## config.mk

```make
export PLATFORM = sky130hd
export DESIGN_NAME = ofdm_symbol_framer
export DESIGN_NICKNAME = d
export VERILOG_FILES = /design/src/rtl/ofdm_symbol_framer.sv
export SDC_FILE = /design/constraint.sdc
export NUM_CORES = 1
export LEC_CHECK = 0
export CELL_PAD_IN_SITES_DETAIL_PLACEMENT = 0
export CELL_PAD_IN_SITES_GLOBAL_PLACEMENT = 2
export CORE_UTILIZATION = 32
export DETAILED_ROUTE_END_ITERATION = 8
export GPL_TIMING_DRIVEN = 0
export PLACE_DENSITY_LB_ADDON = 0.1
export SLEW_MARGIN = 25
export SYNTH_ARGS = -nofsm -noshare
export SYNTH_HDL_FRONTEND = slang
export SYNTH_SLANG_ARGS = --single-unit
```

## constraint.sdc

```tcl
create_clock -name ce_clk -period 4.8 [get_ports ce_clk]
set_input_delay 0.48 -clock ce_clk [delete_from_list [all_inputs] [get_ports ce_clk]]
set_output_delay 0.48 -clock ce_clk [all_outputs]
set_load 0.01 [all_outputs]
```

## src/rtl/ofdm_symbol_framer.sv

```systemverilog
// ofdm_symbol_framer: cuts FFT windows out of the sample stream after a detector trigger,
// skipping a start offset and the cyclic prefix between symbols.
module ofdm_symbol_framer #(
  parameter int WIDTH   = 32,
  parameter int SR_BASE = 130,
  parameter int CNT_W   = 16
) (
  input  logic             ce_clk,
  input  logic             ce_rst_n,
  input  logic             set_stb,
  input  logic [7:0]       set_addr,
  input  logic [31:0]      set_data,
  input  logic [WIDTH-1:0] i_tdata,
  input  logic             i_tlast,
  input  logic             i_ttrig,
  input  logic             i_tvalid,
  output logic             i_tready,
  output logic [WIDTH-1:0] o_tdata,
  output logic             o_tlast,
  output logic             o_tvalid,
  input  logic             o_tready,
  output logic             busy,
  output logic             missed_trig,
  output logic [CNT_W-1:0] frame_idx
);
  typedef enum logic [1:0] {IDLE, OFFSET, FRAME, GAP} state_t;
  localparam logic [7:0] A_FLEN = 8'(SR_BASE);
  localparam logic [7:0] A_GAP  = 8'(SR_BASE + 1);
  localparam logic [7:0] A_OFF  = 8'(SR_BASE + 2);
  localparam logic [7:0] A_MAX  = 8'(SR_BASE + 3);
  state_t state, st_nx;
  logic [CNT_W-1:0] frame_len, gap_len, offset, max_frames;
  logic [CNT_W-1:0] s_flen, s_gap, s_off, s_max, cnt;
  logic [CNT_W-1:0] e_flen, e_gap, e_off, e_max, cnt_nx, idx_nx;
  logic beat, start, in_off, in_frame, in_gap, active, hit, done;
  logic unused_bits;
  assign unused_bits = ^{i_tlast, set_data};
  assign i_tready = !o_tvalid || o_tready;
  assign busy = state != IDLE;
  // On the trigger beat the live settings act as the shadows, so that beat is framed like any other.
  always_comb begin
    beat     = i_tvalid && i_tready;
    start    = beat && i_ttrig && state == IDLE;
    e_flen   = start ? (frame_len == '0 ? CNT_W'(1) : frame_len) : s_flen;
    e_gap    = start ? gap_len : s_gap;
    e_off    = start ? offset : s_off;
    e_max    = start ? max_frames : s_max;
    cnt_nx   = (start ? '0 : cnt) + CNT_W'(1);
    in_off   = start ? e_off != '0 : state == OFFSET;
    in_frame = start ? e_off == '0 : state == FRAME;
    in_gap   = state == GAP;
    active   = in_off || in_frame || in_gap;
    hit      = cnt_nx == (in_off ? e_off : in_frame ? e_flen : e_gap);
    idx_nx   = frame_idx + CNT_W'(1);
    done     = in_frame && hit && e_max != '0 && idx_nx == e_max;
    st_nx    = !hit ? (in_off ? OFFSET : in_frame ? FRAME : GAP) :
               !in_frame ? FRAME : done ? IDLE : e_gap != '0 ? GAP : FRAME;
  end
  always_ff @(posedge ce_clk or negedge ce_rst_n) begin
    if (!ce_rst_n) begin
      frame_len   <= CNT_W'(64);
      gap_len     <= CNT_W'(16);
      offset      <= '0;
      max_frames  <= '0;
      s_flen      <= CNT_W'(1);
      s_gap       <= '0;
      s_off       <= '0;
      s_max       <= '0;
      cnt         <= '0;
      state       <= IDLE;
      frame_idx   <= '0;
      o_tvalid    <= 1'b0;
      o_tdata     <= '0;
      o_tlast     <= 1'b0;
      missed_trig <= 1'b0;
    end else begin
      if (set_stb && set_addr == A_FLEN) frame_len <= set_data[CNT_W-1:0];
      if (set_stb && set_addr == A_GAP) gap_len <= set_data[CNT_W-1:0];
      if (set_stb && set_addr == A_OFF) offset <= set_data[CNT_W-1:0];
      if (set_stb && set_addr == A_MAX) max_frames <= set_data[CNT_W-1:0];
      if (start) begin
        s_flen <= e_flen;
        s_gap  <= e_gap;
        s_off  <= e_off;
        s_max  <= e_max;
      end
      if (beat && active) begin
        state <= st_nx;
        cnt   <= hit ? '0 : cnt_nx;
      end
      if (beat && in_frame && hit) frame_idx <= done ? '0 : idx_nx;
      if (beat && in_frame) begin
        o_tvalid <= 1'b1;
        o_tdata  <= i_tdata;
        o_tlast  <= hit;
      end else if (o_tready) begin
        o_tvalid <= 1'b0;
        o_tlast  <= 1'b0;
      end
      missed_trig <= beat && i_ttrig && state != IDLE;
    end
  end
endmodule
```

== Yosys cells after proc, flatten, opt, wreduce, memory -nomap -nowiden ==
Cells that the tools add are included.
W data, S select, Z words.

* Memories: 0
* Memory bits (read-only): 0
* Output and inout bits: 53
* Register bits: 197
* Memory bits (writable): 0
* Latch bits: 0

* Multiply operators: 0
* $lt $le $gt $ge: 0
* Div/mod/pow operators: 0
* Multiplexer cells: 21
* Equal/unequal tests: 9
* Bitwise operators: 0
* Add/sub/neg operators: 2
* Reductions and logical operators: 26
* Shifts and indexed selects: 0

{| class="wikitable"
|+ Operator list
! cell !! count
|-
| $mux W16 || 10
|-
| $reduce_bool A16 Y1 || 3
|-
| $add A16 B1 Y16 const B || 2
|-
| $eq A16 B16 Y1 || 2
|-
| $eq A8 B8 Y1 const B || 4
|-
| $logic_not A16 Y1 || 2
|-
| $logic_and A1 B1 Y1 || 14
|-
| $mux W2 || 4
|-
| $mux W1 || 7
|-
| $eq A2 B2 Y1 const B || 2
|-
| $reduce_bool A2 Y1 || 2
|-
| $logic_or A1 B1 Y1 || 3
|-
| $eq A2 B1 Y1 const B || 1
|-
| $logic_not A2 Y1 || 1
|-
| $logic_not A1 Y1 || 1
|}

== Logic depth before layout (Yosys ltp) ==
* Word-level depth: 17
* Depth in mapped cells: 23
* Depth with buffers taken out: 16

== Least setup slack after synthesis ==
Ideal clock, no wire load.

* Path type: input -> register
* Start point: input port o_tready
* End point: register frame_idx[14]
* Slack: -568 ps
* Data required time: 4,708 ps
* Data arrival time: 5,276 ps
* Library setup time: 92 ps
* Path buffers: 8
* Stages: 22
* Cell sequence: nor2b_1 -> inv_1 -> nand3_4 -> buf_4 -> buf_2 -> buf_2 -> buf_2 -> clkbuf_1 -> and2_1 -> ha_1 -> clkbuf_1 -> nand4_1 -> or4_1 -> a21oi_1 -> nor2_1 -> or4_4 -> a2111oi_4 -> nand4b_2 -> or3_1 -> buf_2 -> buf_6 -> o31ai_2

* Word-level cells in the longest chain between the ends: 14
* Elaborated cells on any way between the ends: 25

{| class="wikitable"
|+ RTL lines
! element !! RTL line !! text
|-
| start: declaration || 21 || <nowiki>input logic o_tready,</nowiki>
|-
| $logic_or A1 B1 Y1 (*) || 38 || <nowiki>assign i_tready = !o_tvalid || o_tready;</nowiki>
|-
| $logic_and A1 B1 Y1 (*) || 42 || <nowiki>beat = i_tvalid && i_tready;</nowiki>
|-
| parallel branches: the longest is 12 deep, another holds $add A16 B1 Y16 || n/a ||
|-
| end signal: assignment || 91 || <nowiki>if (beat && in_frame && hit) frame_idx <= done ? '0 : idx_nx;</nowiki>
|-
| end: declaration || 24 || <nowiki>output logic [CNT_W-1:0] frame_idx</nowiki>
|}

Every way passes the cells marked *.
A chain may end at the register's enable or synchronous reset.

== Final worst setup path ==
* Start point: register offset[1]
* End point: register frame_idx[14]

* Word-level cells in the longest chain between the ends: 10
* Elaborated cells on any way between the ends: 14

{| class="wikitable"
|+ RTL lines
! element !! RTL line !! text
|-
| start: declaration || 32 || <nowiki>logic [CNT_W-1:0] frame_len, gap_len, offset, max_frames;</nowiki>
|-
| start signal: assignment || 79 || <nowiki>if (set_stb && set_addr == A_OFF) offset <= set_data[CNT_W-1:0];</nowiki>
|-
| $mux W16 (*) || 46 || <nowiki>e_off = start ? offset : s_off;</nowiki>
|-
| $logic_not A16 Y1 || 50 || <nowiki>in_frame = start ? e_off == '0 : state == FRAME;</nowiki>
|-
| $mux W1 || 50 ||
|-
| $mux W16 (2 in series) || 53 || <nowiki>hit = cnt_nx == (in_off ? e_off : in_frame ? e_flen : e_gap);</nowiki>
|-
| $eq A16 B16 Y1 || 53 ||
|-
| $logic_and A1 B1 Y1 (3 in series) || 55 || <nowiki>done = in_frame && hit && e_max != '0 && idx_nx == e_max;</nowiki>
|-
| $mux W16 || 91 ||
|}

Mark *: on every way between the ends. The rest lies on a longest branch, timed or not.

==> reports/results.tsv <==
stage	metric	value	unit
outcome	status	finished with violations	
outcome	failing checks	DRC	
power	peak supply drop	0.000257	V
timing	fin crit share	97.7	%
synth	Yosys top cell area share	48.4	%
floorplan	die footprint	32100	µm²
clocking	CTS Sinks	197	
timing	hold_ws	0.476	ns
timing	Peak Freq	213	MHz
drt	DR iter-0 viols	553	
power	Leak Pwr	6.18	nW
worst_setup_path	Critical path buffers and inverters	3	
cells_and_area	ANT cells	0	
worst_setup_path	CP Capture Type	flip-flop	
timing	final hold vios	0	
placed_design	count of input and output buffers	114	
worst_setup_path	CP Max Fanout	10	
global_routing	global-route wire length before repair	53300	µm
placed_design	gpl congestion	0.858	
cells_and_area	share of layout cells above drive strength 1	17.1	%
worst_setup_path	Critical-path top delay cell	a2111oi_0	
clocking	clock root buffer	clkbuf_16	
worst_setup_path	startpoint types	flip-flop	
clocking	CTS buffer count	17	
synth	largest cells by area after synthesis	dfrtp_1 48%, mux2_2 8.8%, nand2_1 6.7%	
placed_design	dpl hpwl	25900	µm
synth	count leader, synth	dfrtp_1	
synth	area leader, netlist	dfrtp_1	
global_routing	Total GRT Usage	23.1	%
worst_setup_path	Required @ worst endpoint	5.16	ns
worst_setup_path	Crit path arrival time	5.05	ns
cells_and_area	Nets	1213	
worst_setup_path	CP delay by family, top	compound AO/OA/AOI/OAI gates	
clocking	CTS Buffer Depth	2	
hold_path	worst min-delay path class	flip-flop to flip-flop	
clocking	CTS tree	yes	
timing	worst slew pin tran	1.19	ns
drt	drt first pass iters	7	
synth	syn_area_per_cell	10.2	µm²
floorplan	I/O pin count	132	
drt	WL final	35000	µm
drt	via count	8094	
drt	drt wl/cell	22.7	µm
global_routing	initial antenna violation count	1	
worst_setup_path	Setup Crit Path Kind	flip-flop to flip-flop	
synth	sequential area share after synthesis	49.2	%
clocking	H-tree Lvls	4	
clocking	CTS clock-pin slew for the worst setup and hold paths	0.07	ns
drt	Via density	5.25	
timing	Setup Skew	0.0139	ns
placed_design	placed cell count	1493	
synth	Yosys warning total	0	
drt	Antenna Nets Post-Route	0	
cells_and_area	area grow syn2layout	26.7	%
drt	number of remaining DRC errors	2	
global_routing	GRT Residual Overflow	0	
timing	RSZ-0062 raised after global routing	no	
synth	syn_nets	1062	
synth	Gate Count Post-Synth	981	
power	PwrDens	480	nW/µm²
timing	Max transition margin	18.4	%
cells_and_area	fin cells	1541	
synth	Post-synth top flop	dfrtp_1	
clocking	clock network latency to the later pin of the worst-skew pair	0.45	ns
timing	Final Critical Period	4.69	ns
floorplan	die width	179	µm
floorplan	core footprint	30700	µm²
synth	Async S/R FF share, synth	100	%
synth	Distinct cells, synth	80	
synth	Synth Register Bits	197	
timing	Max Slew Vio Count	0	
synth	Post-synth top cells	194 x dfrtp_1, 180 x nand2_1, 78 x mux2_2	
worst_setup_path	CP max stage delay	1.05	ns
floorplan	Die H	179	µm
synth	mapped cell area	10000	µm²
flow_run	max cap viols	0	
floorplan	FP Rows	64	
timing	setup violators final	0	
synth	EDFF count, synth	0	
floorplan	Initial Utilization	32.6	%
global_routing	vias in the first global route	8295	
global_routing	largest net degree at the start of global routing	80	
worst_setup_path	crit-path cells	nor4_1, and3_1, buf_2, a311oi_2, a2111oi_0, a311oi_1, or4_4, a2111oi_4, nand4b_4, or3_1, buf_6, buf_12, o31ai_4	
## stage by stage
stage                     utilization [%]  setup WS [ns]  power [mW]  cell area, µm²  setup TNS (ns)
final                                41.3          0.109        6.10           12700               0
after global routing                 41.3         0.0372        6.45           12700               0
after CTS                            41.1         0.0179        6.10           12600               0
after detailed placement             38.4          -1.73        4.48           11800          -52.91
after global placement               38.1          -5.92        4.48           11700        -1207.16
after floorplan                         -         0.0161        3.49           10100               0
## worst paths after layout
kind / start / endpoint / slack [ns] / cells past startpoint
worst max-delay path: offset[1] / frame_idx[14] / 0.11 / 13
worst min-delay path: o_tdata[12] / o_tdata[12] / 0.48 / 2
worst max register to register: offset[1] / frame_idx[14] / 0.11 / 13
worst min register to register: o_tdata[12] / o_tdata[12] / 0.48 / 2
max in group asynchronous: ce_rst_n / o_tdata[2] / 3.49 / 3
min in group asynchronous: ce_rst_n / cnt[10] / 0.52 / 2
## registers in the layout, indices dropped and copies added (netlist names)
register	flops
cnt	16
state	2
o_tvalid	1
missed_trig	1
gap_len	16
s_max	16
o_tlast	1
s_off	16
frame_idx	16
o_tdata	32
frame_len	16
s_flen	16
max_frames	16
offset	16
s_gap	16
## cell type report
class                   instances  area, µm²
clock buffers                  19        443
repair buffers                135       1350
well taps                     396        495
fillers                      3096      18000
multi-input cells             686       4840
clock inverters                13        161
flip-flops and latches        197       4930
inverters                      51        191
plain buffers                  44        292
## logic make-up after synthesis
group	share of synthesized area [%]
AND/OR/NAND/NOR	18.1
AO/OA/AOI/OAI	11.1
buffers and inverters	4.00
XOR/XNOR	4.49
multiplexers	12.8
adder cells (fa/ha/maj)	0.249
flip-flops	49.2
## power by group
part	internal [mW]	leakage (nW)	switching, mW
Clock	0.804	0.296	0.710
Sequential	1.95	2.65	0.202
Combinational	1.01	3.24	1.42
Total	3.76	6.18	2.34
## metal layers
| metal | track usage (%) | wire length [µm] |
|---|---|---|
| met2 | 37.7 | 16700 |
| met1 | 31.1 | 16100 |
| met5 | 0 | 13 |
| met4 | 5.61 | 575 |
| met3 | 4.79 | 1590 |
## cells in the final DEF, fill, tap and decap left out, types with 5 or more instances in the layout
| master | instances |
|---|---|
| o31ai_1 | 21 |
| and3_1 | 6 |
| clkbuf_16 | 17 |
| xnor2_1 | 26 |
| xor2_1 | 14 |
| clkdlybuf4s50_1 | 110 |
| mux2i_1 | 40 |
| o21ai_1 | 9 |
| nor3_1 | 17 |
| nand2_1 | 179 |
| a21oi_1 | 11 |
| o211ai_1 | 9 |
| nand4_1 | 13 |
| nand3_1 | 23 |
| or2_2 | 5 |
| buf_4 | 16 |
| clkbuf_1 | 26 |
| inv_1 | 49 |
| or3_1 | 7 |
| o21ai_0 | 24 |
| nand2b_1 | 11 |
| a31oi_1 | 16 |
| buf_2 | 6 |
| mux2_2 | 78 |
| nor4_1 | 19 |
| o31a_1 | 5 |
| dfrtp_1 | 194 |
| nor2_1 | 39 |
| or4_1 | 5 |
| a221oi_1 | 7 |
## repair_timing
action | 4_1_cts | 5_1_grt
setup buffers | 12 | 6
endpoints found under the hold margin | 44 | 0
resized for setup | 32 | 19
setup endpoints to repair | 35 | 29
pin swaps | 7 | 8
hold buffers | 1 | 0
## worst register-to-register path, cell delays in order, from the launching register on
cell and delay [ns]:
dfrtp_1 0.44, nor4_1 0.35, and3_1 0.21, buf_2 0.28, a311oi_2 0.27, a2111oi_0 1.05
a311oi_1 0.16, or4_4 0.48, a2111oi_4 0.28, nand4b_4 0.22, or3_1 0.43, buf_6 0.15
buf_12 0.14, o31ai_4 0.16
No activity file was read; power rests on OpenSTA's default activity.
